==> config.mk <==
export PLATFORM = sky130hd
export DESIGN_NAME = cacheline_burst_adaptor
export DESIGN_NICKNAME = d
export VERILOG_FILES = /design/src/rtl/cacheline_adaptor_pkg.sv /design/src/rtl/cacheline_burst_adaptor.sv
export SDC_FILE = /design/constraint.sdc
export NUM_CORES = 1
export LEC_CHECK = 0
export CAP_MARGIN = 20
export CORE_AREA = 4 4 313 315
export CTS_CLUSTER_DIAMETER = 30
export DETAILED_ROUTE_END_ITERATION = 8
export DIE_AREA = 0 0 317 319
export GPL_TIMING_DRIVEN = 0
export SYNTH_ARGS = -nofsm -noshare
export SYNTH_HDL_FRONTEND = slang
export SYNTH_SLANG_ARGS = --single-unit
export TNS_END_PERCENT = 10
==> constraint.sdc <==
create_clock -name clk -period 2.13 [get_ports clk]
set_input_delay 0.213 -clock clk [delete_from_list [all_inputs] [get_ports clk]]
set_output_delay 0.213 -clock clk [all_outputs]
set_load 0.005 [all_outputs]
==> src/rtl/cacheline_adaptor_pkg.sv <==
// rtl/cacheline_adaptor_pkg.sv - shared types and default widths for the cacheline burst adaptor
package cacheline_adaptor_pkg;

  localparam int LINE_W_DEF  = 256;
  localparam int BURST_W_DEF = 64;
  localparam int ADDR_W_DEF  = 32;
  localparam int BEATS_DEF   = LINE_W_DEF / BURST_W_DEF;

  typedef enum logic [1:0] {IDLE, RD, WR, DONE} state_t;

  typedef logic [$clog2(BEATS_DEF)-1:0] beat_t;

endpackage

==> src/rtl/cacheline_burst_adaptor.sv <==
// rtl/cacheline_burst_adaptor.sv - splits/assembles cacheline requests into memory bursts
// Optional perf counters built when CACHELINE_ADAPTOR_PERF_EN is defined.
module cacheline_burst_adaptor
  import cacheline_adaptor_pkg::*;
#(
  parameter int LINE_W  = LINE_W_DEF,
  parameter int BURST_W = BURST_W_DEF,
  parameter int ADDR_W  = ADDR_W_DEF
) (
  input  logic               clk,
  input  logic               rst,
  input  logic [ADDR_W-1:0]  line_addr_i,
  input  logic               line_read_i,
  input  logic               line_write_i,
  input  logic [LINE_W-1:0]  line_wdata_i,
  output logic [LINE_W-1:0]  line_rdata_o,
  output logic               line_resp_o,
  output logic [ADDR_W-1:0]  mem_addr_o,
  output logic               mem_read_o,
  output logic               mem_write_o,
  output logic [BURST_W-1:0] mem_wdata_o,
  input  logic [BURST_W-1:0] mem_rdata_i,
  input  logic               mem_resp_i,
  output logic [31:0]        perf_rd_o,
  output logic [31:0]        perf_wr_o,
  output logic [31:0]        perf_stall_o
);

  localparam int BEATS = LINE_W / BURST_W;
  localparam int OFFS  = $clog2(LINE_W / 8);
  localparam logic [ADDR_W-1:0] ALIGN_MASK = {{(ADDR_W-OFFS){1'b1}}, {OFFS{1'b0}}};

  state_t              state, state_n;
  beat_t               beat, beat_nxt;
  logic [LINE_W-1:0]   wbuf;
  logic                last_beat;

  assign beat_nxt  = beat + 1'b1;
  assign last_beat = (int'(beat) == BEATS - 1);

  always_ff @(posedge clk) begin
    if (rst) state <= IDLE;
    else     state <= state_n;
  end

  always_comb begin
    state_n = state;
    case (state)
      IDLE: begin
        if (line_write_i)     state_n = WR;
        else if (line_read_i) state_n = RD;
      end
      RD, WR: begin
        if (mem_resp_i && last_beat) state_n = DONE;
      end
      DONE:    state_n = IDLE;
      default: state_n = IDLE;
    endcase
  end

  // Request/response outputs are registered off the next state so they line up with it.
  always_ff @(posedge clk) begin
    if (rst) begin
      beat         <= '0;
      wbuf         <= '0;
      line_rdata_o <= '0;
      line_resp_o  <= 1'b0;
      mem_addr_o   <= '0;
      mem_read_o   <= 1'b0;
      mem_write_o  <= 1'b0;
      mem_wdata_o  <= '0;
    end else begin
      mem_read_o  <= (state_n == RD);
      mem_write_o <= (state_n == WR);
      line_resp_o <= (state_n == DONE);
      case (state)
        IDLE: begin
          if (line_write_i) begin
            wbuf        <= line_wdata_i;
            mem_addr_o  <= line_addr_i & ALIGN_MASK;
            mem_wdata_o <= line_wdata_i[BURST_W-1:0];
          end else if (line_read_i) begin
            mem_addr_o  <= line_addr_i & ALIGN_MASK;
          end
        end
        RD: begin
          if (mem_resp_i) begin
            line_rdata_o[int'(beat)*BURST_W +: BURST_W] <= mem_rdata_i;
            beat <= beat_nxt;
          end
        end
        WR: begin
          if (mem_resp_i) begin
            mem_wdata_o <= wbuf[int'(beat_nxt)*BURST_W +: BURST_W];
            beat        <= beat_nxt;
          end
        end
        DONE:    beat <= '0;
        default: beat <= '0;
      endcase
    end
  end

`ifdef CACHELINE_ADAPTOR_PERF_EN
  always_ff @(posedge clk) begin
    if (rst) begin
      perf_rd_o    <= '0;
      perf_wr_o    <= '0;
      perf_stall_o <= '0;
    end else begin
      if (state == RD && state_n == DONE) perf_rd_o <= perf_rd_o + 32'd1;
      if (state == WR && state_n == DONE) perf_wr_o <= perf_wr_o + 32'd1;
      if ((mem_read_o || mem_write_o) && !mem_resp_i) perf_stall_o <= perf_stall_o + 32'd1;
    end
  end
`else
  assign perf_rd_o    = '0;
  assign perf_wr_o    = '0;
  assign perf_stall_o = '0;
`endif

endmodule

==> out/results.ini, run 1 <==
[global_route]
grt_pass1_wl_um=169000
grt_pass1_vias=25644
overflow=0
track_usage=0.226
antenna_found_initial=20
grt_start_max_net_pins=19

[logic_synthesis]
synth_area_per_cell_um2=8.28
ys_warn_count=0
synth.top_cell.area_share=0.495
synth_edf_count=0
postSynth.asyncResetShare=0
synth-main-ff-cell=dfxtp_1
syn_inst=2981
synth_area_leaders=dfxtp_1 (49%), nand2_1 (13%), a21oi_1 (11%)
netlist_area_mm2=0.0247
synth_cell_type_count=37
yosys.area.top_type=dfxtp_1
yosysSeqAreaShare=0.495
synth_seq_cells=610

[final_layout]
syn2layout_area_growth_pct=63.0
drive_gt1_frac=0.132
fin_area_mm2=0.0403
layout.nets=4403

[route]
drtIter0Drc=1625
wl_per_cell_um=22.1
wirelength_um=120000
vias=25638
drtAntennaViolNets=0
routed_via_density=4.72
drc=0
first_pass_iters=5

[clocking]
ctsLongestPathBuffers=3
cts_made_buffers=144
clk_latency_ps=750
clkTransAtPathRegs_ps=50
cts_tree=yes
h-tree-depth=4
root_buffer=clkbuf_16
clock-sinks=610

[die]
rows=113
initial_core_util=0.260
die_w_um=317
coreArea_mm2=0.0949
io_pins=808
die_y_um=319
fp.dieArea_mm2=0.101

[sta]
drv_slew=0
slew_headroom=0.265
fin_tns_setup_ps=0
setup_viol=0
worstMarginPinSlew_ps=1100
hold_violations=0
rsz0062_at_grt=yes
fin_crit_sh=0.988
fin_crit_ps=2100
skew_ps=40.0
max_freq_mhz=475

[critical_path]
cp-start-kind=flop
worstPathArrival_ps=2730
worstSetupEndpointType=flop
path_max_fanout=18
crit_slowest_cell=buf_2
worstPathRequired_ps=2760
path_cells=buf_12, buf_4, buf_2, mux2i_1, o22ai_1, o221a_1
critical-path-max-stage-delay_ps=410
path_class=reg -> reg

[hold_path]
hold_class=in -> reg

[place]
dp_hpwl_um=91500
port_buffers=700
place_area_mm2=0.0337
gp_congestion=0.932

[status]
status=finished, final reports clean

[job]
drv_cap=0

[power]
p_per_area_mw_per_mm2=1020
p_leak_nw=14.8
ir_drop_mv=0.604

routing by layer:
layer | track usage | part of all wire | vias up
met5 | 0 | 0.00087 | -
met4 | 0.117 | 0.050 | 16
met3 | 0.0622 | 0.078 | 281
met2 | 0.390 | 0.49 | 1107
met1 | 0.255 | 0.38 | 12035
li1 | - | - | 12199
flip-flops by register name, summed over array words and instances (netlist names):
register / cells
line_rdata_o: 256
wbuf: 256
mem_wdata_o: 64
mem_addr_o: 27
beat: 2
state: 2
line_resp_o: 1
mem_read_o: 1
mem_write_o: 1
cells by family after synthesis:
logic type                 synth area share
muxes                                0.0523
buffers and inverters                0.0821
AOI/OAI and AO/OA                     0.181
adders and majority gates           0.00456
other                              0.000152
and+or+nand+nor                       0.186
DFF                                   0.495
layout make-up:
class | count | area [um^2]
fill | 9465 | 54600
sequential | 610 | 12200
multi-input combinational | 2092 | 10900
timing repair buffer | 811 | 8110
clock buffer | 185 | 3990
buffer | 371 | 2250
tap | 1265 | 1580
clock inverter | 76 | 1170
inverter | 7 | 26.3
antenna | 10 | 25.0
metrics by stage:
step	setup slack (ps)	std cells	util	hold slack, ps	power (mW)
2_1_floorplan	36.8	3081	-	349	15.1
3_3_place_gp	-1340	5046	0.355	438	17.8
3_5_place_dp	-1370	5046	0.355	443	17.8
4_1_cts	-25.4	5417	0.423	0.310	41.1
5_1_grt	-115	5424	0.424	16.5	42.2
6_report	26.6	5427	0.424	45.4	40.9
placed cells by master (no fill, tap or decap), drive strengths merged, types with 4 or more instances in the layout:
master,Yosys,final
o22ai,64,64
clkinvlp,0,17
a21oi,544,544
clkinv,0,40
clkbuf,122,327
inv,7,10
diode,0,10
o221a,64,64
a2bb2oi,64,64
dlygate4sd3,0,106
buf,250,234
nand3,260,260
dfxtp,610,610
bufinv,0,16
clkdlybuf4s50,0,700
and3,4,4
ha,9,9
mux2i,129,129
nand2,825,825
conb,1,101
Yosys cell counts, drive strengths merged (2+ instances only):
| cell type | count |
|---|---|
| ha | 9 |
| nor3b | 2 |
| dfxtp | 610 |
| and2 | 2 |
| a21oi | 544 |
| inv | 7 |
| buf | 250 |
| a21o | 3 |
| nand3 | 260 |
| clkbuf | 122 |
| o22ai | 64 |
| mux2i | 129 |
| a2bb2oi | 64 |
| and3 | 4 |
| nand2b | 2 |
| nand2 | 825 |
| o221a | 64 |
| nor2 | 3 |
| nor4b | 2 |
| o21a | 2 |
where the power goes:
group | internal [mW] | switching [mW]
sequential | 12.1 | 0.430
clock | 15.3 | 7.60
combinational | 2.50 | 2.91
total | 29.9 | 10.9
final timing paths:
check | start | to | slack (ps) | depth (start not counted)
max reg2reg | beat[0]$_SDFFE_PP0P_ | mem_wdata_o[17]$_SDFFE_PP0P_ | 30 | 6
min | line_wdata_i[150] | wbuf[150]$_SDFFE_PP0P_ | 50 | 3
min reg2reg | line_rdata_o[170]$_SDFFE_PP0P_ | line_rdata_o[170]$_SDFFE_PP0P_ | 450 | 2
max | beat[0]$_SDFFE_PP0P_ | mem_wdata_o[17]$_SDFFE_PP0P_ | 30 | 6
critical path: cells and delay by family (launching register included):
family | cells | cell delay [ps]
flops | 1 | 380
buf+inv | 3 | 900
mux | 1 | 320
compound gates | 2 | 390
what timing repair did:
action                                  4_1_cts  5_1_grt
pin swaps                                     1        0
setup buffers                                 5        0
hold buffers                                106        0
gates resized for setup                      71       86
endpoints found under the setup margin      500      453
hold endpoints to repair                    106        0
No activity file was read; power rests on OpenSTA's default activity.
==> run 2: changes to the inputs <==
- PLACE_DENSITY: not set -> 0.54
- clock period: 2.13 -> 2.7 ns (I/O delays scaled with it)
==> run 2 against run 1 <==
The run now ends with setup timing left; die area unchanged; register-to-register slack got worse by 40 ps; combinational power decreased by 26%; final area decreased by 3.2%; cell count decreased by 1.7%; clock power decreased by 21%; worst hold slack improved by 32 ps; sequential cell count unchanged; total power decreased by 22%; global-route usage decreased by 0.11 points; largest cell class unchanged; largest power group unchanged.
==> out/results.ini, run 2 (synthesis results as in run 1) <==
[clocking]
cts_tree=yes
cts_made_buffers=150  ; +4.2%
clkTransAtPathRegs_ps=50  ; about the same
root_buffer=clkbuf_16
ctsLongestPathBuffers=3  ; unchanged
clk_latency_ps=750  ; about the same
clock-sinks=610  ; unchanged
hold_buffers=0  ; -100%
postCtsSetupBuffers=0  ; -5
h-tree-depth=4  ; unchanged

[final_layout]
multi_input_area_mm2=0.0109  ; -0.31%
seq_area_mm2=0.0122  ; about the same
syn2layout_area_growth_pct=57.8
post-route-util=0.411  ; -0.0137
final_common_cell=nand2_1
reg_top3=line_rdata_o (256), wbuf (256), mem_wdata_o (64)
final_cell_mix=nand2_1 (824), clkdlybuf4s50_1 (700), dfxtp_1 (610)
num-fill-cells=9670  ; +2.2%
drive_gt1_frac=0.122  ; -0.0105
layout.nets=4300  ; -2.3%

[hold_path]
hold_class=in -> reg

[critical_path]
cp-start-kind=flop
worstSetupEndpointType=flop
path_max_fanout=19  ; +1
path_class=reg -> reg
worstPathArrival_ps=3330  ; +600 ps
worstPathRequired_ps=3320  ; +560 ps

[sta]
whs_ps=77.4  ; +32.0 ps
fin_crit_ps=2710  ; +606 ps
rsz0062_at_grt=yes
setup_viol=3  ; +3
drv_slew=0  ; unchanged
fin_tns_setup_ps=-17.8  ; -17.8 ps
fin_ws_ps=-9.13  ; -35.7 ps
slew_headroom=0.265  ; -0.000365
hold_violations=0  ; unchanged
fin_crit_sh=1.00  ; +0.0159
worstMarginPinSlew_ps=1100  ; +0.548 ps
max_freq_mhz=369  ; -22%
skew_ps=42.0  ; +2.04 ps

[global_route]
grt_pass1_wl_um=168000  ; -0.15%
overflow=0  ; unchanged
track_usage=0.225  ; -0.00114
antenna_found_initial=28  ; +40%
grt_pass1_vias=24697  ; -3.7%
grt_start_max_net_pins=20  ; +1

[place]
port_buffers=700  ; unchanged
gp_congestion=0.865  ; -7.3%
dp_hpwl_um=92000  ; +0.53%
pre_cts_ws_ps=-807  ; +567 ps

[die]
rows=113  ; unchanged
io_pins=808  ; unchanged
fp.dieArea_mm2=0.101  ; unchanged
coreArea_mm2=0.0949  ; unchanged
die_w_um=317  ; unchanged
die_y_um=319  ; unchanged
initial_core_util=0.260  ; unchanged

[route]
wl_met1_um=46400  ; +0.98%
route.met3.wl_um=10200  ; +9.5%
wl_per_cell_um=22.4  ; +1.3%
drc=0  ; unchanged
drtIter0Drc=1633  ; +0.49%
topRoutingLayerUsed=met5
vias=25058  ; -2.3%
routed_via_density=4.70  ; -0.54%
wirelength_um=119000  ; -0.41%
drtAntennaViolNets=0  ; unchanged
first_pass_iters=5  ; unchanged
wl_met2_um=59100  ; +0.98%

[power]
swShare=0.259  ; -0.00863
ir_drop_mv=0.558  ; -7.7%
power_frac_seq=0.309  ; +0.002
pwr-share-comb=0.126  ; -0.006
power_frac_clock=0.565  ; +0.005
switching_power_mw=8.30  ; -24%
p_leak_nw=14.2  ; -4.0%
p_per_area_mw_per_mm2=822  ; -19%
internal_power_mw=23.7  ; -21%

[status]
failed_checks=setup timing
status=finished, violations left

[job]
drv_cap=0  ; unchanged

## run 2: cell count changes in the layout (fill, tap and decap cells not counted), moves of 9 or more
cell / previous run / this run
buf_1: 6 / 16
buf_4: 136 / 112
clkbuf_1: 96 / 140
clkbuf_16: 144 / 153
dlygate4sd3_1: 106 / 0
clkbuf_2: 37 / 4
buf_2: 77 / 107
clkbuf_4: 27 / 6
## run 2: power groups by stage
stage                     Sequential (mW)  Combinational [mW]  Clock (mW)
final                                9.90                4.03        18.1
after floorplan                      9.97                1.93           0
after CTS                            9.89                4.04        18.3
after global placement               10.0                3.99           0
after global routing                 9.94                4.32        18.9
after detailed placement             10.0                4.01           0
## run 2: final cells by class
cell class,count,area share
clock inverter,66,0.0223
antenna,18,0.00116
tap,1265,0.0406
sequential,610,0.313
inverter,7,0.000674
timing repair buffer,702,0.181
buffer,371,0.0526
clock buffer,202,0.110
multi-input combinational,2092,0.279
## run 2: path summary, 6_finish.rpt
| kind | start | slack [ps] | to | cells past startpoint |
|---|---|---|---|---|
| setup / recovery | beat[0]$_SDFFE_PP0P_ | -9 | mem_wdata_o[23]$_SDFFE_PP0P_ | 8 |
| hold / removal | line_wdata_i[179] | 80 | wbuf[179]$_SDFFE_PP0P_ | 3 |
| hold reg to reg | line_rdata_o[148]$_SDFFE_PP0P_ | 450 | line_rdata_o[148]$_SDFFE_PP0P_ | 2 |
| setup reg to reg | beat[0]$_SDFFE_PP0P_ | -9 | mem_wdata_o[23]$_SDFFE_PP0P_ | 8 |
## run 2: critical path: stages (launching register included)
cell      delay [ps]
dfxtp_1          430
buf_8            290
inv_1            130
ha_1             300
buf_2            210
nand2_2          330
clkbuf_1         460
o22ai_1          180
o221a_1          250
## run 2: stage by stage
step | std cells | power [mW] | instance area (um^2)
5_1_grt | 5321 | 33.2 | 38900
4_1_cts | 5315 | 32.3 | 38900
3_3_place_gp | 5046 | 14.0 | 33700
6_report | 5333 | 32.0 | 39000
3_5_place_dp | 5048 | 14.1 | 33700
2_1_floorplan | 3081 | 11.9 | 25100
## run 2: layer usage
metal / track usage / vias up
met5: 0 / -
met4: 0.0802 / 22
met3: 0.0695 / 210
met2: 0.396 / 985
met1: 0.257 / 11815
li1: - / 12026
## run 2: timing repair
item,in CTS,in global routing
cloned,0,0
endpoints found under the setup margin,320,112
resized for setup,12,16
==> run 3: changes to the inputs <==
- SLEW_MARGIN: not set -> 10
==> results of run 3 <==
No change in the layout: final DEF, timing and power equal those of run 2.
